File: config.mk
export PLATFORM = sky130hd
export DESIGN_NAME = conv_window_scheduler
export DESIGN_NICKNAME = d
export VERILOG_FILES = /design/src/rtl/conv_sched_pkg.sv /design/src/rtl/conv_window_scheduler_fifo.sv /design/src/rtl/conv_window_scheduler.sv
export SDC_FILE = /design/constraint.sdc
export NUM_CORES = 1
export LEC_CHECK = 0
export CORE_MARGIN = 3
export CORE_UTILIZATION = 53
export CTS_CLUSTER_SIZE = 16
export DETAILED_ROUTE_END_ITERATION = 8
export GPL_ROUTABILITY_DRIVEN = 0
export PLACE_DENSITY = 0.79
export SLEW_MARGIN = 20
export SYNTH_ARGS = -nofsm -noshare
export SYNTH_HDL_FRONTEND = slang
export SYNTH_SLANG_ARGS = --single-unit
export TNS_END_PERCENT = 10
File: constraint.sdc
create_clock -name clock -period 2.8 [get_ports clock]
set_input_delay 0.56 -clock clock [delete_from_list [all_inputs] [get_ports clock]]
set_output_delay 0.56 -clock clock [all_outputs]
set_load 0.1 [all_outputs]
File: src/rtl/conv_sched_pkg.sv
// ============================================================================
// Module      : conv_sched_pkg
// Description : Shared state encoding and geometry helpers for the
//               convolution window scheduler.
// Revision    : 1.0 - initial release
// ============================================================================
`default_nettype none

package conv_sched_pkg;

  typedef enum logic [1:0] {
    IDLE  = 2'd0,
    ISSUE = 2'd1,
    DRAIN = 2'd2,
    DONE  = 2'd3
  } sched_state_t;

  function automatic int out_size_f(input int size, input int sizeker);
    return size - sizeker + 1;
  endfunction

  // A 1x1 output map still needs a 1-bit index.
  function automatic int idxw_f(input int out_size);
    return (out_size > 1) ? $clog2(out_size) : 1;
  endfunction

endpackage

`default_nettype wire

File: src/rtl/conv_window_scheduler_fifo.sv
// ============================================================================
// Module      : coord_fifo
// Description : Synchronous FIFO holding the {row,col} of windows in flight.
// Revision    : 1.0 - initial release
// ============================================================================
`default_nettype none

module coord_fifo #(
  parameter  int DEPTH = 4,
  parameter  int DW    = 6,
  localparam int AW    = (DEPTH > 1) ? $clog2(DEPTH) : 1
) (
  input  logic          clock,
  input  logic          nreset,
  input  logic          push,
  input  logic          pop,
  input  logic [DW-1:0] wdata,
  output logic [DW-1:0] rdata,
  output logic          full,
  output logic          empty,
  output logic [AW:0]   count
);

  logic [DW-1:0] mem_q [DEPTH];
  logic [AW-1:0] wr_ptr_q, rd_ptr_q;
  logic [AW:0]   count_q;
  logic          do_push, do_pop;

  assign full    = (count_q == (AW+1)'(DEPTH));
  assign empty   = (count_q == '0);
  assign count   = count_q;
  assign rdata   = mem_q[rd_ptr_q];
  assign do_push = push & ~full;
  assign do_pop  = pop & ~empty;

  // Depth is a power of two, so pointers wrap naturally.
  always_ff @(posedge clock or negedge nreset) begin
    if (!nreset) begin
      wr_ptr_q <= '0;
      rd_ptr_q <= '0;
      count_q  <= '0;
    end else begin
      if (do_push) wr_ptr_q <= wr_ptr_q + 1'b1;
      if (do_pop)  rd_ptr_q <= rd_ptr_q + 1'b1;
      case ({do_push, do_pop})
        2'b10:   count_q <= count_q + 1'b1;
        2'b01:   count_q <= count_q - 1'b1;
        default: count_q <= count_q;
      endcase
    end
  end

  always_ff @(posedge clock) begin
    if (do_push) mem_q[wr_ptr_q] <= wdata;
  end

endmodule

`default_nettype wire

File: src/rtl/conv_window_scheduler.sv
// ============================================================================
// Module      : conv_window_scheduler
// Description : Credit-based window issue / in-order result retire controller
//               for a pipelined 2-D convolution engine.
//               Optional ReLU on written results: CONV_SCHED_RELU_EN.
// Revision    : 1.0 - initial release
// ============================================================================
`default_nettype none

module conv_window_scheduler
  import conv_sched_pkg::*;
#(
  parameter  int SIZE         = 7,
  parameter  int SIZEKER      = 3,
  parameter  int WIDTH_BIT    = 8,
  parameter  int MAX_INFLIGHT = 4,
  localparam int OUT_SIZE     = out_size_f(SIZE, SIZEKER),
  localparam int IDXW         = idxw_f(OUT_SIZE),
  localparam int CNTW         = $clog2(MAX_INFLIGHT) + 1
) (
  input  logic                        clock,
  input  logic                        nreset,
  input  logic                        start,
  output logic                        busy,
  output logic                        done,
  output logic                        win_valid,
  input  logic                        win_ready,
  output logic [IDXW-1:0]             win_row,
  output logic [IDXW-1:0]             win_col,
  input  logic                        res_valid,
  input  logic signed [WIDTH_BIT-1:0] res_data,
  output logic                        out_we,
  output logic [IDXW-1:0]             out_row,
  output logic [IDXW-1:0]             out_col,
  output logic signed [WIDTH_BIT-1:0] out_data,
  output logic                        err
);

  localparam logic [IDXW-1:0] MAX_IDX = IDXW'(OUT_SIZE - 1);

  sched_state_t                state_q, state_d;
  logic [IDXW-1:0]             row_q, row_d, col_q, col_d;
  logic                        out_we_q, err_q;
  logic [IDXW-1:0]             out_row_q, out_col_q;
  logic signed [WIDTH_BIT-1:0] out_data_q, res_proc;

  logic                        fifo_full, fifo_empty;
  logic [CNTW-1:0]             fifo_count;
  logic [2*IDXW-1:0]           fifo_head;
  logic                        w_issue, w_pop, w_last;

  // The FIFO occupancy is the in-flight window count.
  assign win_valid = (state_q == ISSUE) & ~fifo_full;
  assign w_issue   = win_valid & win_ready;
  assign w_pop     = res_valid & ~fifo_empty;
  assign w_last    = (row_q == MAX_IDX) && (col_q == MAX_IDX);

  coord_fifo #(
    .DEPTH (MAX_INFLIGHT),
    .DW    (2*IDXW)
  ) u_coord_fifo (
    .clock  (clock),
    .nreset (nreset),
    .push   (w_issue),
    .pop    (w_pop),
    .wdata  ({row_q, col_q}),
    .rdata  (fifo_head),
    .full   (fifo_full),
    .empty  (fifo_empty),
    .count  (fifo_count)
  );

`ifdef CONV_SCHED_RELU_EN
  assign res_proc = res_data[WIDTH_BIT-1] ? '0 : res_data;
`else
  assign res_proc = res_data;
`endif

  always_comb begin
    state_d = state_q;
    row_d   = row_q;
    col_d   = col_q;
    case (state_q)
      IDLE: begin
        if (start) begin
          state_d = ISSUE;
          row_d   = '0;
          col_d   = '0;
        end
      end
      ISSUE: begin
        if (w_issue) begin
          if (w_last) begin
            state_d = DRAIN;
          end else if (col_q == MAX_IDX) begin
            col_d = '0;
            row_d = row_q + 1'b1;
          end else begin
            col_d = col_q + 1'b1;
          end
        end
      end
      DRAIN: begin
        if ((fifo_count == '0) && !w_pop) state_d = DONE;
      end
      DONE:    state_d = IDLE;
      default: state_d = IDLE;
    endcase
  end

  always_ff @(posedge clock or negedge nreset) begin
    if (!nreset) begin
      state_q    <= IDLE;
      row_q      <= '0;
      col_q      <= '0;
      out_we_q   <= 1'b0;
      out_row_q  <= '0;
      out_col_q  <= '0;
      out_data_q <= '0;
      err_q      <= 1'b0;
    end else begin
      state_q  <= state_d;
      row_q    <= row_d;
      col_q    <= col_d;
      out_we_q <= w_pop;
      if (w_pop) begin
        out_row_q  <= fifo_head[2*IDXW-1:IDXW];
        out_col_q  <= fifo_head[IDXW-1:0];
        out_data_q <= res_proc;
      end
      // A result with nothing in flight is dropped and flagged.
      err_q <= err_q | (res_valid & fifo_empty);
    end
  end

  assign busy     = (state_q != IDLE);
  assign done     = (state_q == DONE);
  assign win_row  = row_q;
  assign win_col  = col_q;
  assign out_we   = out_we_q;
  assign out_row  = out_row_q;
  assign out_col  = out_col_q;
  assign out_data = out_data_q;
  assign err      = err_q;

endmodule

`default_nettype wire

==> results.py <==
metrics = {
    "setup_path": {
        "cp_top_family": "adder cells",
        "start_kind": "register",
        "end_kind": "register",
        "crit_chain": "inv_1 > ha_1 > inv_1 > a31oi_4 > nand2_2 > ha_1 > inv_1 > fa_1 > xor2_1 > nor2_1 > xor2_1",
        "crit_slowest_cell": "dfrtp_1",
        "critical_path.max_stage_delay_ns": 0.42,
        "cp.required_ns": 2.98,
        "crit_fanout": 9,
        "critical_path_class": "register to register",
        "cpMostUsedCell": "inv_1",
        "crit_arrival_ns": 2.56,
        "crit_buf_inv": 3,
    },
    "clock_tree": {
        "cts_max_path_buffers": 2,
        "cts_hold_buf": 0,
        "cts_buffers": 5,
        "clock-sinks": 55,
        "clkTransAtPathRegs_ns": 0.09,
        "cts_setup_buffers": 0,
        "insertion_delay_ns": 0.30,
        "cts_resized": 0,
        "cts_tree": "done",
        "htreeDepth": 2,
        "root_buffer": "clkbuf_8",
    },
    "route": {
        "antenna_left": 0,
        "wirelength_um": 4145,
        "dr.pass1.iters": 4,
        "wl_per_cell_um": 15.13,
        "drc_errors": 0,
        "drt_iter0_drc": 80,
        "vias": 1436,
        "vias_per_cell": 5.241,
    },
    "cells_and_area": {
        "diodes": 0,
        "fill_cells": 339,
        "layout-drive-gt1-share": 0.2297,
        "multi_input_area_sq_um": 887.1,
        "area_growth_pct": 18.02,
        "fin_cells": 274,
        "final_nets": 248,
        "seqCellArea_sq_um": 1496,
    },
    "synth": {
        "synth_top_area_cell": "dfrtp_1",
        "yosysWarnings": 0,
        "syn-num-nets": 207,
        "syn_avg_cell_area_sq_um": 13.81,
        "async_reset_ff_frac": 0.5636,
        "synth_edf_count": 24,
        "synth_seq_cells": 55,
        "synth.distinct_cells": 39,
        "synthTopCellsByArea": "dfrtp_1 (31%), edfxtp_1 (29%), ha_1 (6.5%)",
        "synthCells": 180,
        "synth-seq-area-share": 0.6019,
        "synthFlopType": "dfrtp_1",
        "synth_area_sq_um": 2486,
        "yosys.area.top_type_share": 0.3120,
        "synth.top_cells.by_count": "dfrtp_1 (31), nand2_1 (31), edfxtp_1 (24)",
    },
    "flow_run": {
        "cap_violations": 0,
    },
    "placed_design": {
        "place_hpwl_um": 3190,
        "port_buffers": 37,
        "dp_slack_ns": 0.2967,
        "dp.cells": 266,
    },
    "floorplanning": {
        "die_y_um": 74.49,
        "dieArea_sq_um": 5549,
        "io_pins": 38,
        "start_util": 0.5594,
        "core-area_sq_um": 4444,
        "std_cell_rows": 24,
        "die_w_um": 74.49,
    },
    "sta": {
        "slew_viol_final": 0,
        "rsz0062_at_grt": "no",
        "layout_setup_ws_ns": 0.4232,
        "fin_crit_ns": 2.377,
        "finalCritPeriodShare": 0.8488,
        "setup_viol": 0,
        "tns_ns": 0,
        "fin_skew_ns": 0.004888,
        "max_clock_freq_mhz": 420.7,
        "slew_headroom": 0.6857,
        "hold_viol": 0,
        "worstMarginPinSlew_ns": 0.4715,
    },
    "global_route": {
        "grt_pass1_vias": 1474,
        "grt_pass1_wl_um": 6913,
        "antenna_found_initial": 0,
        "gr-total-overflow": 0,
        "track_usage": 0.1650,
        "grt_start_max_net_pins": 32,
    },
    "run_status": {
        "status": "complete, no violations",
    },
    "hold_path": {
        "hold_path_class": "register to register",
    },
}
[layer usage]
| metal | routed length, um | part of all wire | GRT usage |
|---|---|---|---|
| met2 | 2206 | 0.53 | 0.2829 |
| met5 | 0 | 0 | 0 |
| met1 | 1735 | 0.42 | 0.2032 |
| met4 | 23 | 0.0055 | 0.05138 |
| met3 | 179 | 0.043 | 0.04595 |
[stage by stage]
step | util | instance area [sq um] | hold slack, ns
after floorplan | - | 2486 | 0.2644
after global routing | 0.6602 | 2934 | 0.5103
after CTS | 0.6602 | 2934 | 0.4876
after global placement | 0.6402 | 2845 | 0.4497
final | 0.6602 | 2934 | 0.4769
after detailed placement | 0.6402 | 2845 | 0.4627
[sequential cells by signal, summed over array words and instances (netlist names)]
signal	cells
out_we	1
win_row	3
out_row	3
out_col	3
u_coord_fifo.rd_ptr_q	2
u_coord_fifo.count	3
err	1
state_q	2
u_coord_fifo.wr_ptr_q	2
u_coord_fifo.mem_q	24
out_data	8
win_col	3
[kinds of logic (layout without fill, tap and decap cells)]
| kind of cell | Yosys count | after routing | share of synthesized area |
|---|---|---|---|
| mux | 17 | 17 | 0.1047 |
| compound gates | 14 | 14 | 0.05285 |
| simple gates | 54 | 54 | 0.1017 |
| fa+ha+maj | 14 | 14 | 0.07348 |
| buf+inv | 20 | 62 | 0.04126 |
| xor+xnor | 6 | 6 | 0.02416 |
| flops | 55 | 55 | 0.6019 |
[placed cells by master (no fill, tap or decap), types with 3 or more instances in the layout]
master           netlist  final
and3_1                 5      5
buf_4                  2     26
clkbuf_8               0      5
clkdlybuf4s50_1        0     12
dfrtp_1               31     31
edfxtp_1              24     24
ha_1                  13     13
inv_1                 13     13
mux2_1                 8      8
mux4_2                 6      6
nand2_1               31     31
nand4_1                3      3
nor2_1                 5      5
nor3_1                 3      3
xnor2_1                3      3
[final timing paths]
path | start | endpoint | slack [ns] | cells past startpoint
max | state_q[1] | u_coord_fifo.count[2] | 0.42 | 11
min | err | err | 0.48 | 1
max reg2reg | state_q[1] | u_coord_fifo.count[2] | 0.42 | 11
min reg2reg | err | err | 0.48 | 1
max in group asynchronous | nreset | out_data[4] | 1.86 | 2
min in group asynchronous | nreset | out_col[0] | 0.66 | 2
[area by class of cell]
type,count,area share
Tap cell,52,0.02217
Inverter,15,0.02090
Sequential cell,55,0.5100
Multi-Input combinational cell,105,0.3023
Timing Repair Buffer,39,0.1143
Clock inverter,3,0.006823
Clock buffer,5,0.02345
Power is left out: the tool's default activity adds up to more than one toggle a clock period on the data nets, which glitch-free logic cannot reach.
==> RTL change 1 (same settings) <==
Build with the macro `CONV_SCHED_RELU_EN` defined.
--- a/src/rtl/conv_window_scheduler.sv
+++ b/src/rtl/conv_window_scheduler.sv
@@ -6,6 +6,8 @@
 // Revision    : 1.0 - initial release
 // ============================================================================
 `default_nettype none
+
+`define CONV_SCHED_RELU_EN
 
 module conv_window_scheduler
   import conv_sched_pkg::*;
Function: changed (Yosys sat finds a counterexample within 4 cycles, from zero or initial values and one cycle with nreset low).
==> RTL change 1 against the unedited design <==
  * Sequential cell count is 1 lower
  * Wire length is 1.0% lower
  * Synthesized area is 1.9% higher
  * Final area is 2.5% higher
  * Setup slack better by 0.10 ns
  * Non-clock buffer count stayed put
  * Clock skew is 0.0027 ns higher
Power is not shown: default switching activity piles up to over one toggle a cycle in this logic, so the estimate is an artifact.
==> RTL change 1: results (changes against the unedited design) <==
first-pass GRT wire length 6.90 mm (-0.19%); DRT iter0 DRCs 85 (+6.3%); Crit path max-delay family simple AND/OR/NAND/NOR gates; met3 Use GR 3.60% (-0.99 points); register area share after synthesis 58.1% (-2.1 points); worst setup path class flip-flop to flip-flop; ys async rst share 55.6% (-0.81 points); HPWL after detailed placement 3.08 mm (-3.6%); met2 usage 26.0% (-2.3 points); met1 WL 1.95 mm (+12%); XOR/XNOR share of the synthesized area 2.07% (-0.34 points); Max stage delay on crit path 0.45 ns (+0.03 ns); Synth cell types 48 (+23%); vias in the first global route 1,476 (+0.14%); vias per inst 5.33 (+1.7%); number of synthesized flops with an enable pin 24 (unchanged); largest net degree at the start of global routing 31 (-3.1%); Hold EP out_col[0]; worst hold path class flip-flop to flip-flop; Crit path arrival time 2.50 ns (-0.06 ns); critical path peak fanout 7 (-2); Hold Crit Depth 1 (unchanged); initial antenna violation count 0 (unchanged); Synth Area in Compound Gates 6.57% (+1.3 points); outcome finished, final reports clean; Synth area leaders dfrtp_1 30%, edfxtp_1 28%, ha_1 6.4%; post-DR wirelength/cell 14.5 um (-4.2%); Worst R2R Setup Slack 0.53 ns (+0.10 ns); port bufs 36 (-2.7%); total CTS buffers 5 (unchanged); Largest register FFs 24 (unchanged); Setup Skew 0.00759 ns (+0.00271 ns); routed length on met3 132 um (-26%); Final setup viols 0 (unchanged); worst flop-to-flop path endpoint u_coord_fifo.count[2]; ys flop type dfrtp_1; post-cts resize count 0 (unchanged); fraction of layout cells with a size suffix above 1 23.8% (+0.84 points); Nets 257 (+3.6%); # Post-CTS Setup Buffers 0 (unchanged); CTS max path bufs 2 (unchanged); worst hold start out_col[0]; Worst path slowest cell or3b_4; metal2 WL 1.98 mm (-10%); Post-DP Area 2900 um^2 (+1.8%); Syn Nets 217 (+4.8%); grt met1 use 22.4% (+2.0 points); DRT Pass-1 Iters 4 (unchanged); commonest cells in the synthesized netlist 30 x dfrtp_1, 24 x edfxtp_1, 17 x inv_1; CTS clk-pin slew, worst paths 0.09 ns (about the same); Reg with most FFs u_coord_fifo.mem_q; GR Util All Layers 16.2% (-0.29 points); worst reg2reg path depth 9 (-2); post-synthesis mux area share 9.43% (-1.0 points); post-synthesis adder-cell area fraction 7.21% (-0.14 points); CP Launch Point u_coord_fifo.count[1]
==> RTL change 1: final cells by class <==
class | instances | area [um^2]
Inverter | 18 | 67.6
Clock inverter | 2 | 37.5
Fill cell | 342 | 1470
Tap cell | 52 | 65.1
Timing Repair Buffer | 39 | 335
Multi-Input combinational cell | 112 | 958
Clock buffer | 6 | 72.6
Sequential cell | 54 | 1470
==> RTL change 1: logic make-up after synthesis <==
kind of cell,count (synthesis)
flops,54
simple gates,54
buf+inv,24
compound gates,22
fa+ha+maj,14
other cells,1
xor+xnor,6
mux,15
==> RTL change 1: stage by stage <==
step,hold WS [ns],setup slack (ns),instances
global route,0.515,0.424,283
detailed placement,0.475,0.316,275
floorplan,0.264,0.483,190
finish,0.491,0.527,283
CTS,0.497,0.515,283
global placement,0.461,0.387,275
==> RTL change 2 (same flow settings) <==
Without the edit above. Encoding of `sched_state_t`: now Gray code (2 bits for 4 states).
--- a/src/rtl/conv_sched_pkg.sv
+++ b/src/rtl/conv_sched_pkg.sv
@@ -9,10 +9,10 @@
 package conv_sched_pkg;
 
   typedef enum logic [1:0] {
-    IDLE  = 2'd0,
-    ISSUE = 2'd1,
-    DRAIN = 2'd2,
-    DONE  = 2'd3
+    IDLE  = 2'b00,
+    ISSUE = 2'b01,
+    DRAIN = 2'b11,
+    DONE  = 2'b10
   } sched_state_t;
 
   function automatic int out_size_f(input int size, input int sizeker);
Behaviour: same outputs for any inputs over 10 cycles, from zero or initial values and one cycle with nreset low; not proved beyond that.
==> RTL change 2 against the unedited design <==
  * Global-route usage grew 1.7 points
  * Setup slack gained 0.19 ns
  * Die area shrank 2.7%
  * Final area shrank 3.1%
  * Synthesized area shrank 2.9%
  * Core utilization grew 1.6 points
  * Fmax grew 8.9%
  * Wire length grew 4.4%
  * Sequential share of layout area grew 1.6 points
  * Sequential cell count is the same
  * Count of clock-buffer cells in the layout grew 1
  * Critical path type unchanged
Power is left out: the tool's default activity adds up to more than one toggle a clock period on the data nets, which glitch-free logic cannot reach.
==> RTL change 2: results (changes against the unedited design) <==
vias in the first global route 1,553 (+5.4%); critical path peak fanout 5 (-4); Nets 228 (-8.1%); Non-CTS buffers 40 (+2.6%); # Post-CTS Setup Buffers 0 (unchanged); Seq Cell Count 55 (unchanged); Synth Instances 164 (-8.9%); Max stage delay on crit path 0.44 ns (+0.02 ns); Setup Skew 0.00538 ns (+0.000496 ns); n_diodes 0 (unchanged); DP Worst Slack 0.305 ns (+0.00778 ns); Crit path max-delay family simple AND/OR/NAND/NOR gates; met3 Use GR 5.34% (+0.74 points); RR Startpoint u_coord_fifo.count[0]; hold_ws 0.493 ns (+0.0165 ns); HPWL after detailed placement 3.23 mm (+1.2%); Synth Warn # 0 (unchanged); vias per inst 5.50 (+4.9%); port bufs 37 (unchanged); Worst path slowest cell dfrtp_1; FF+latch area 1500 um^2 (unchanged); Crit path arrival time 2.40 ns (-0.16 ns); Syn Nets 187 (-9.7%); Synth cell types 38 (-2.6%); worst hold start err; Fillers 300 (-12%); worst reg2reg path depth 9 (-2); met2 usage 32.1% (+3.8 points); fraction of layout cells with a size suffix above 1 28.2% (+5.2 points); Largest register FFs 24 (unchanged); number of placed instances, taps included 248 (-6.8%); grt met1 use 21.2% (+0.87 points); DRT iter0 DRCs 75 (-6.3%); GR Util All Layers 18.2% (+1.7 points); Post-DP Area 2760 um^2 (-3.1%); Hold Crit Depth 1 (unchanged); multi-input logic area 823 um^2 (-7.2%); Final clock-cell share 2.99% (-0.035 points); Worst R2R Setup Slack 0.62 ns (+0.19 ns); outcome finished, final reports clean; commonest cells in the synthesized netlist 31 x dfrtp_1, 24 x edfxtp_1, 12 x inv_1; largest net degree at the start of global routing 32 (unchanged); non-clock inverter count 12 (-3); Reg with most FFs u_coord_fifo.mem_q; final WL 4.33 mm (+4.4%); non-clk buf share 11.6% (+0.19 points); vias 1,408 (-1.9%); end-of-flow core utilization 67.7% (+1.6 points); first-pass GRT wire length 7.29 mm (+5.4%); Hold EP err; min Tclk post-route 2.18 ns (-0.194 ns); register area share after synthesis 62.0% (+1.8 points); number of clock buffers in the layout 6 (+1); Setup crit end u_coord_fifo.count[2]; multi-input gates 91 (-13%); Synth area leaders dfrtp_1 32%, edfxtp_1 30%, mux4_2 5.6%; Worst-Margin Slew 0.451 ns (-0.0208 ns)
-- RTL change 2: cell count changes in the layout (fill, tap and decap cells not counted), moves of 3 or more --
| cell | before | now |
|---|---|---|
| mux2_2 | 0 | 7 |
| ha_1 | 13 | 9 |
| nand2_1 | 31 | 11 |
| nand3_1 | 0 | 3 |
| mux2_1 | 8 | 0 |
| mux2_4 | 1 | 7 |
| a21oi_1 | 1 | 4 |
-- RTL change 2: kinds of logic after synthesis --
| logic type | after synthesis | share of synthesized area, % |
|---|---|---|
| xor+xnor | 6 | 2.18 |
| mux | 22 | 14.0 |
| buf+inv | 18 | 3.89 |
| compound gates | 15 | 3.99 |
| fa+ha+maj | 10 | 5.50 |
| simple gates | 38 | 8.40 |
| flops | 55 | 62.0 |
-- RTL change 2: routing by layer --
layer	vias to the layer above	part of all wire [%]	routed length (um)
met4	0	0.92	40
met1	707	41	1760
li1	658	-	-
met3	6	3.9	170
met2	37	54	2350
met5	-	0	0
